File: config.mk
export PLATFORM = sky130hd
export DESIGN_NAME = serial_word_collector
export DESIGN_NICKNAME = d
export VERILOG_FILES = /design/src/rtl/serial_word_collector_pkg.sv /design/src/rtl/serial_word_collector_word_out_buffer.sv /design/src/rtl/serial_word_collector.sv
export SDC_FILE = /design/constraint.sdc
export NUM_CORES = 1
export LEC_CHECK = 0
export ABC_CLOCK_PERIOD_IN_PS = 2000
export CAP_MARGIN = 20
export CORE_ASPECT_RATIO = 0.7
export CORE_MARGIN = 4
export CORE_UTILIZATION = 49
export DETAILED_ROUTE_END_ITERATION = 8
export PLACE_DENSITY = 0.8
export REMOVE_ABC_BUFFERS = 1
export SYNTH_ARGS = -nofsm -noshare
export SYNTH_HDL_FRONTEND = slang
export SYNTH_SLANG_ARGS = --single-unit
File: constraint.sdc
create_clock -name clk -period 2 [get_ports clk]
set_input_delay 0.3 -clock clk [delete_from_list [all_inputs] [get_ports clk]]
set_output_delay 0.3 -clock clk [all_outputs]
set_load 0.02 [all_outputs]
File: src/rtl/serial_word_collector_pkg.sv
// Shared types and helpers for the serial word collector.
package serial_pkg;

    typedef enum logic {
        HUNT    = 1'b0,
        COLLECT = 1'b1
    } collector_state_t;

    function automatic int unsigned cnt_w(input int unsigned n);
        return $clog2(n);
    endfunction

endpackage

File: src/rtl/serial_word_collector_word_out_buffer.sv
// One-entry valid/ready output register; a completed word arriving while the
// entry is still held (and not being consumed) is dropped and flagged as overrun.
module word_out_buffer #(
    parameter int unsigned N = 8
) (
    input  logic         clk,
    input  logic         reset,
    input  logic         load,
    input  logic [N-1:0] load_word,
    input  logic         word_ready,
    input  logic         clear_err,
    output logic         word_valid,
    output logic [N-1:0] word_out,
    output logic         overrun
);

    logic consume;
    logic accept;
    logic drop;

    always_comb begin
        consume = word_valid && word_ready;
        accept  = load && (!word_valid || word_ready);
        drop    = load && word_valid && !word_ready;
    end

    always_ff @(posedge clk) begin
        if (reset) begin
            word_valid <= 1'b0;
            word_out   <= '0;
            overrun    <= 1'b0;
        end else begin
            if (accept) begin
                word_valid <= 1'b1;
                word_out   <= load_word;
            end else if (consume) begin
                word_valid <= 1'b0;
            end

            // Set has priority over clear when both happen in one cycle.
            if (drop) begin
                overrun <= 1'b1;
            end else if (clear_err) begin
                overrun <= 1'b0;
            end
        end
    end

endmodule

File: src/rtl/serial_word_collector.sv
// Reassembles an LSB-first serial bit stream into N-bit words, aligned by
// frame_start, and presents them through a one-entry valid/ready buffer.
module serial_word_collector
    import serial_pkg::*;
#(
    parameter int unsigned N = 8
) (
    input  logic                  clk,
    input  logic                  reset,
    input  logic                  bit_valid,
    input  logic                  bit_in,
    input  logic                  frame_start,
    input  logic                  word_ready,
    input  logic                  clear_err,
    output logic                  word_valid,
    output logic [N-1:0]          word_out,
    output logic [cnt_w(N)-1:0]   bit_count,
    output logic                  overrun,
    output logic                  sync_err,
    output logic                  hunting
);

    localparam int unsigned CW = cnt_w(N);
    localparam logic [CW-1:0] LAST_BIT = CW'(N - 1);
    localparam logic [CW-1:0] ONE_BIT  = CW'(1);

    collector_state_t state;
    logic [N-1:0]     shreg;
    logic [N-1:0]     next_word;
    logic [N-1:0]     first_bit_word;
    logic             resync;
    logic             complete;

    always_comb begin
        next_word      = {bit_in, shreg[N-1:1]};
        first_bit_word = {bit_in, {(N-1){1'b0}}};
        resync         = (state == COLLECT) && bit_valid && frame_start && (bit_count != '0);
        complete       = (state == COLLECT) && bit_valid && !resync && (bit_count == LAST_BIT);
    end

    always_ff @(posedge clk) begin
        if (reset) begin
            state     <= HUNT;
            shreg     <= '0;
            bit_count <= '0;
            hunting   <= 1'b1;
            sync_err  <= 1'b0;
        end else begin
            case (state)
                HUNT: begin
                    if (bit_valid && frame_start) begin
                        shreg     <= first_bit_word;
                        bit_count <= ONE_BIT;
                        state     <= COLLECT;
                        hunting   <= 1'b0;
                    end
                end
                COLLECT: begin
                    // A misplaced frame_start restarts the word with this bit as bit 0.
                    if (resync) begin
                        shreg     <= first_bit_word;
                        bit_count <= ONE_BIT;
                    end else if (bit_valid) begin
                        shreg     <= next_word;
                        bit_count <= complete ? '0 : bit_count + ONE_BIT;
                    end
                end
                default: begin
                    state   <= HUNT;
                    hunting <= 1'b1;
                end
            endcase

            if (resync) begin
                sync_err <= 1'b1;
            end else if (clear_err) begin
                sync_err <= 1'b0;
            end
        end
    end

    word_out_buffer #(
        .N(N)
    ) u_buffer (
        .clk        (clk),
        .reset      (reset),
        .load       (complete),
        .load_word  (next_word),
        .word_ready (word_ready),
        .clear_err  (clear_err),
        .word_valid (word_valid),
        .word_out   (word_out),
        .overrun    (overrun)
    );

endmodule

Yosys cells after proc, flatten, opt, wreduce, memory -nomap -nowiden

Cells that the tools add are included.

Register bits: 24
Input bits: 7
Output and inout port bits: 15

Add/subtract/negate cells: 1
Eq/ne operators: 3
Mux-type cells: 16
Bitwise gates (word level): 1
Reductions and logical operators: 20

Operators with widths:

| operator                                      | count |
|---|---|
| two-way mux 8 bit                             | 3 |
| one-hot mux 8 bit (2 select lines)            | 1 |
| two-way mux 3 bit                             | 4 |
| logical AND 1 bit                             | 10 |
| two-way mux 1 bit                             | 7 |
| one-hot mux 3 bit (2 select lines)            | 1 |
| nonzero test 2 bit                            | 3 |
| AND reduction 2 bit                           | 2 |
| adder 3 x 1 -> 3 bit, second input constant   | 1 |
| == test 3 bit, second input constant          | 1 |
| logical NOT 1 bit                             | 3 |
| != test 3 x 2 -> 1 bit, second input constant | 1 |
| nonzero test 3 bit                            | 1 |
| != test 2 bit, second input constant          | 1 |
| logical OR 1 bit                              | 1 |
| inverter 1 bit                                | 1 |

Longest topological paths before layout

Gate-level depths: netlist (run 1).

Depth after elaboration: 10
Gate-level depth with buffers: 6

Modules after synthesis

A second synthesis (run 1) with hierarchy kept.

Cell total of the unflattened synthesis: 102
Area, all modules: 977.2 um^2

By module, submodules not included:

| module                | times used | cells each | area an instance (um^2) | sequential area each (um^2) |
|---|---|---|---|---|
| serial_word_collector | 1          | 59         | 535.5                   | 260.2 |
| word_out_buffer       | 1          | 43         | 441.7                   | 200.2 |

Worst setup path after synthesis (run 1)

OpenSTA, ideal clock, no wires.

Kind: register -> register
Start: register bit_count[0]
End: register u_buffer.word_out[0]
Library setup time: 0.072 ns
Arrival time: 1.640 ns
Path slack: 0.289 ns
Stages on the path, launching flop included: 6
Clock period less this slack: 1.711 ns
Cells stage by stage: dfxtp_1 inv_1 ha_1 nand2b_4 a2111oi_4 mux2i_1

Cells in the longest elaborated chain, start to end: 6
Elaborated cells between the ends (all ways): 7
Those cells by class: 1 x eq/ne; 6 x reduce/logical

Ends and longest elaborated chain:

| element                | line                                        | RTL |
|---|---|---|
| from (decl)            | serial_word_collector.sv:17                 | `output logic [cnt_w(N)-1:0] bit_count,` |
| from (signal assigned) | serial_word_collector.sv:65                 | `bit_count <= complete ? '0 : bit_count + ONE_BIT;` |
| nonzero test 3 bit     | serial_word_collector.sv:37                 | `resync = (state == COLLECT) && bit_valid && frame_start && (bit_count != '0);` |
| logical AND 1 bit      | serial_word_collector.sv:37                 |  |
| logical NOT 1 bit      | serial_word_collector.sv:38                 | `complete = (state == COLLECT) && bit_valid && !resync && (bit_count == LAST_BIT);` |
| logical AND 1 bit      | serial_word_collector.sv:38                 |  |
| logical AND 1 bit *    | serial_word_collector.sv:38                 |  |
| logical AND 1 bit *    | serial_word_collector_word_out_buffer.sv:23 | `accept = load && (!word_valid \|\| word_ready);` |
| to (signal assigned)   | serial_word_collector_word_out_buffer.sv:35 | `word_out <= load_word;` |
| to (decl)              | serial_word_collector_word_out_buffer.sv:13 | `output logic [N-1:0] word_out,` |

Every way passes the cells marked *; elsewhere a longest branch is shown, timed or not.
A chain may end at the register's enable or synchronous reset.

Worst setup path in the final report (run 1)

Start: register bit_count[2]
End: output bit_count[2]

No word-level cell between the ends.

==> results.sh, run 1 <==
export IMPL_holdWs_ps=465.7
export IMPL_antenna_found_initial=0
export IMPL_cp_top_family="buffers and inverters"
export IMPL_grt_setup_unrepaired="no"
export IMPL_maxCapViolations=0
export IMPL_overflow=0
export IMPL_drt_pre_antenna_iters=4
export IMPL_startpoint_type="flop"
export IMPL_cts_buffer_depth=2
export IMPL_place_gp_congestion=0.8403
export IMPL_rows=13
export IMPL_crit_buf_inv=1
export IMPL_postLayoutCoreUtil_pct=67.93
export IMPL_die_area_um2=2917
export IMPL_ir_worst_vdd_v=0.0003729
export IMPL_ys_warn_count=0
export IMPL_hpwl_um=1574
export IMPL_diodes=0
export IMPL_grt_pass1_vias=794
export IMPL_hold_violations=0
export IMPL_hold_buffers=0
export IMPL_drtAntennaViolNets=0
export IMPL_syn_inst=108
export IMPL_cts_repair_resized=0
export IMPL_required_ps=1700
export IMPL_yosysUniqueCellTypes=23
export IMPL_synth_area_per_cell_um2=9.558
export IMPL_synth_area_um2=1032
export IMPL_cp_data_arrival_time_ps=1440
export IMPL_htreeDepth=1
export IMPL_max_stage_delay_ps=660
export IMPL_worst_clock_skew_ps=8.074
export IMPL_synth_seq_area_share_pct=44.61
export IMPL_tritoncts="done"
export IMPL_topRoutingLayerUsed="met4"
export IMPL_drive_gt1_share_pct=9.160
export IMPL_core_um2=1919
export IMPL_worstMarginPinSlew_ps=392.1
export IMPL_drt_vias_per_instance=5.366
export IMPL_io_buffer_count=21
export IMPL_grt_pass1_wl_um=3622
export IMPL_cts_sinks=23
export IMPL_post_cts_buffers=0
export IMPL_wl_per_cell_um=14.18
export IMPL_drc=0
export IMPL_end_kind="output pin"
export IMPL_ys_ff_latch=23
export IMPL_path_class="reg -> out"
export IMPL_initial_utilization_pct=53.78
export IMPL_wl_met1_um=1020
export IMPL_wl_met3_um=123
export IMPL_synth_edf_count=0
export IMPL_pin_count=22
export IMPL_status="complete, no violations"
export IMPL_p_leak_uw=0.0004341
export IMPL_fin_crit_sh_pct=87.12
export IMPL_finalSetupViolations=0
export IMPL_wl_um=2169
export IMPL_drtIter0Drc=13
export IMPL_vias=821
export IMPL_dieWidth_um=62.86
export IMPL_report_final_slew_viol_count=0
export IMPL_clk_latency_ps=310
export IMPL_ys_flop_type="dfxtp_1"
export IMPL_yosysMostFrequentCell="dfxtp_1"
export IMPL_crit_fanout=5
export IMPL_cts_root_buf="clkbuf_4"
export IMPL_yosys_area_top_type_share_pct=44.61
export IMPL_syn2layout_area_growth_pct=26.30
export IMPL_tns_ps=0
export IMPL_ys_top_cells_by_area="dfxtp_1 (45%), nand2b_1 (12%), mux2i_1 (8.7%), a21oi_1 (5.3%), o211ai_1 (5.1%)"
export IMPL_cts_made_buffers=3
export IMPL_crit_slowest_cell="clkdlybuf4s50_1"
export IMPL_synthArstFlopShare_pct=0
export IMPL_grtUsageTotal_pct=16.36
export IMPL_die_height_um=46.40
export IMPL_grt_max_degree=32
export IMPL_hold_path_class="reg -> reg"
export IMPL_maxClockFrequency_ghz=0.5740
export IMPL_max_slew_margin_pct=73.81
export IMPL_min_period_ps=1742
export IMPL_dr_wl_met2_um=1013
export IMPL_synth_top_cell_by_area="dfxtp_1"
export IMPL_path_clk_slew_ps=120
export IMPL_synthTopCellsByCount="dfxtp_1 (23), nand2b_1 (19), a21oi_1 (11)"
export IMPL_crit_chain="clkdlybuf4s50_1"
export IMPL_power_density_nw_per_um2=588.7
export IMPL_final_nets=142
[metal layers]
layer  vias to the layer above  global-route usage [%]
met5                         -                       0
met4                         0                   5.702
met3                         2                   6.829
met2                        24                   27.88
met1                       377                   18.94
li1                        418                       -
[kinds of logic after synthesis]
group / after synthesis / synth area share [%]
AND/OR/NAND/NOR: 36 / 20.00
AO/OA/AOI/OAI: 27 / 19.39
flip-flops: 23 / 44.61
buffers and inverters: 10 / 3.636
multiplexers: 9 / 8.728
adder cells (fa/ha/maj): 3 / 3.637
[state kept, by name (all words and copies together), names as in the netlist]
signal,count
shreg,7
state,1
u_buffer.word_valid,1
sync_err,1
hunting,1
u_buffer.overrun,1
u_buffer.word_out,8
bit_count,3
[power breakdown]
part	internal, uW	switching (uW)	leakage, uW	total [uW]
registers	464	5.67	0.000186	470
logic	38.5	46.1	0.000233	84.7
clock network	77.9	135	0.0000150	213
total	581	187	0.000434	767
[layout make-up]
cell class	count	area (um2)
Tap cell	22	27.53
Inverter	4	15.01
Timing Repair Buffer	25	240.2
Fill cell	165	615.6
Sequential cell	23	460.4
Multi-Input combinational cell	75	534.3
Clock buffer	4	26.28
[cell usage in the layout (no fill, tap or decap), drive strengths merged, types with 4 or more instances in the layout]
cell            n
nand2b         20
buf             4
o211ai          7
a21oi          11
clkdlybuf4s50  21
nand2          10
clkbuf          4
dfxtp          23
mux2i           9
[through the flow]
step | cells | total power (uW) | cell area (um2) | setup slack (ps)
final | 153 | 767.5 | 1304 | 257.7
after global routing | 153 | 804.3 | 1304 | 183.6
after CTS | 153 | 775.6 | 1304 | 259.2
after detailed placement | 149 | 564.0 | 1277 | 134.9
after global placement | 149 | 561.6 | 1277 | 227.8
after floorplan | 102 | 519.9 | 1010 | 288.7
[path summary, 6_finish.rpt]
path / start / end / slack, ps / cells after the start
hold reg to reg: shreg[1] / shreg[1] / 470 / 2
setup reg to reg: bit_count[0] / u_buffer.word_out[2] / 330 / 6
hold / removal: shreg[1] / shreg[1] / 470 / 2
setup / recovery: bit_count[2] / bit_count[2] / 260 / 1
Note: power is estimated with default switching activity, not from simulation.
==> inputs of run 2 (changes only) <==
--- a/config.mk
+++ b/config.mk
@@ -5,7 +5,7 @@
 export SDC_FILE = /design/constraint.sdc
 export NUM_CORES = 1
 export LEC_CHECK = 0
-export ABC_CLOCK_PERIOD_IN_PS = 2000
+export ABC_AREA = 1
 export CAP_MARGIN = 20
 export CORE_ASPECT_RATIO = 0.7
 export CORE_MARGIN = 4
==> results.sh, run 2 <==
export IMPL_yosysMostFrequentCell="nand2_1"
export IMPL_io_buffer_count=21
export IMPL_synth_area_per_cell_um2=7.214
export IMPL_path_class="reg -> out"
export IMPL_fin_ws_ps=343.3
export IMPL_hp_start="hunting"
export IMPL_multi_input_area_um2=437.9
export IMPL_cts_made_buffers=3
export IMPL_dieWidth_um=63.22
export IMPL_core_um2=1936
export IMPL_cts_buffer_depth=2
export IMPL_drt_vias_per_instance=4.889
export IMPL_status="complete, no violations"
export IMPL_r2r_slack_ps=570
export IMPL_synth_area_um2=1046
export IMPL_r2r_end="u_buffer.word_out[0]"
export IMPL_largest_register="u_buffer.word_out"
export IMPL_drive_gt1_share_pct=7.186
export IMPL_min_period_ps=1657
export IMPL_startpoint_type="flop"
export IMPL_max_stage_delay_ps=630
export IMPL_top_regs="u_buffer.word_out (8), shreg (7), bit_count (3)"
export IMPL_finalSetupViolations=0
export IMPL_hold_path_class="reg -> reg"
export IMPL_final_cell_mix="nand2_1 (32), inv_1 (31), dfxtp_1 (23), clkdlybuf4s50_1 (21), a21oi_1 (13)"
export IMPL_worstHoldEndpoint="hunting"
export IMPL_yosysUniqueCellTypes=19
export IMPL_postLayoutCoreUtil_pct=67.10
export IMPL_synth_top_cell_by_area="dfxtp_1"
export IMPL_drtIter0Drc=39
export IMPL_crit_slowest_cell="clkdlybuf4s50_1"
export IMPL_synthTopCellsByCount="nand2_1 (32), inv_1 (31), dfxtp_1 (23)"
export IMPL_rr_startpoint="bit_count[0]"
export IMPL_fill_cells=174
export IMPL_required_ps=1700
export IMPL_vias=924
export IMPL_crit_chain="clkdlybuf4s50_1"
export IMPL_crit_buf_inv=1
export IMPL_synth_seq_area_share_pct=44.02
export IMPL_htreeDepth=1
export IMPL_drc=0
export IMPL_drtAntennaViolNets=0
export IMPL_cts_repair_resized=0
export IMPL_cts_sinks=23
export IMPL_ys_ff_latch=23
export IMPL_syn_inst=145
export IMPL_post_cts_buffers=0
export IMPL_rows=13
export IMPL_post_place_ws_ps=448.0
export IMPL_grt_setup_unrepaired="no"
export IMPL_hold_depth=2
export IMPL_diodes=0
export IMPL_cp_top_family="buffers and inverters"
export IMPL_wl_per_cell_um=10.87
export IMPL_maxClockFrequency_ghz=0.6036
export IMPL_die_area_um2=2950
export IMPL_ys_warn_count=0
export IMPL_hpwl_um=1543
export IMPL_maxCapViolations=0
export IMPL_cts_root_buf="clkbuf_4"
export IMPL_hold_violations=0
export IMPL_ys_flop_type="dfxtp_1"
export IMPL_hold_buffers=0
export IMPL_regArea_um2=460.4
export IMPL_drt_pre_antenna_iters=4
export IMPL_cp_data_arrival_time_ps=1360
export IMPL_synthArstFlopShare_pct=0
export IMPL_die_height_um=46.66
export IMPL_overflow=0
export IMPL_grt_pass1_vias=776
export IMPL_tns_ps=0
export IMPL_pin_count=22
export IMPL_worst_clock_skew_ps=16.82
export IMPL_worstRegToRegCells=8
export IMPL_max_slew_margin_pct=74.33
export IMPL_p_leak_uw=0.0005603
export IMPL_largest_reg_flops=8
export IMPL_yosys_area_top_type_share_pct=44.02
export IMPL_syn2layout_area_growth_pct=24.16
export IMPL_final_common_cell="nand2_1"
export IMPL_grt_pass1_wl_um=3470
export IMPL_initial_utilization_pct=54.04
export IMPL_end_kind="output pin"
export IMPL_worstMarginPinSlew_ps=384.1
export IMPL_grt_max_degree=20
export IMPL_tritoncts="done"
export IMPL_antenna_found_initial=0
export IMPL_ir_worst_vdd_v=0.0003931
export IMPL_path_clk_slew_ps=130
export IMPL_place_gp_congestion=0.7988
export IMPL_fin_crit_sh_pct=82.84
export IMPL_crit_fanout=4
export IMPL_final_nets=178
export IMPL_grtUsageTotal_pct=15.16
export IMPL_clk_latency_ps=320
export IMPL_report_final_slew_viol_count=0
export IMPL_ys_top_cells_by_area="dfxtp_1 (44%), nand2_1 (11%), inv_1 (11%), a21oi_1 (6.2%), nand4_1 (5.4%)"
export IMPL_power_density_nw_per_um2=583.1
export IMPL_wl_um=2055
export IMPL_synth_edf_count=0
[run 2: cell types whose count changed in the layout (fill, tap and decap cells not counted), moves of 8 or more]
cell,before,now
inv_1,3,31
nand2_1,9,32
nand2b_1,19,0
mux2i_1,9,0
nor2_1,2,11
nand3_1,0,8
nand4_1,1,9
[run 2: metal layers]
layer	wire length (um)	vias to the layer above	global-route usage, %
met5	0	-	0
met3	123	4	5.122
met2	947	26	24.95
met1	960	403	19.01
met4	24	0	5.150
li1	-	491	-
[run 2: cells by family after synthesis]
kind of cell	synth area share (%)
AND/OR/NAND/NOR	30.62
buffers and inverters	14.11
flip-flops	44.02
AO/OA/AOI/OAI	7.655
adder cells (fa/ha/maj)	3.589
[run 2: final cells by class]
class | instances | share of cell area, %
flip-flops and latches | 23 | 35.45
multi-input cells | 84 | 33.72
repair buffers | 22 | 16.76
inverters | 34 | 9.827
well taps | 22 | 2.119
clock buffers | 3 | 1.734
clock inverters | 1 | 0.3854
[run 2: power by group]
part | internal [uW] | switching, uW
clock | 74.7 | 136
combinational | 29.7 | 45.8
sequential | 465 | 6.13
total | 570 | 188
[run 2: worst max path at each step]
stage,endpoint,slack [ps],startpoint,cells past startpoint
finish,bit_count[0],340,bit_count[0],1
global route,bit_count[0],290,bit_count[0],1
CTS,bit_count[0],340,bit_count[0],1
detailed placement,u_buffer.word_out[0],450,word_ready,7
global placement,u_buffer.word_out[3],510,word_ready,7
floorplan,u_buffer.word_out[0],620,bit_count[1],8
[run 2: worst register-to-register path, stage by stage (launching register included)]
cell and delay, ps:
dfxtp_1 410, ha_1 170, ha_1 150, inv_2 70
nor2_8 190, nand3_4 140, nand2_1 90, inv_1 40
nor2_1 90
[run 2: stage by stage]
stage / instance area (um2) / total power [uW] / std cells / hold slack (ps)
6_report: 1299 / 757.3 / 189 / 469.2
5_1_grt: 1299 / 796.0 / 189 / 483.6
4_1_cts: 1299 / 766.8 / 189 / 473.9
3_5_place_dp: 1271 / 557.2 / 185 / 454.9
3_3_place_gp: 1271 / 555.3 / 185 / 445.6
2_1_floorplan: 1026 / 521.2 / 141 / 369.1
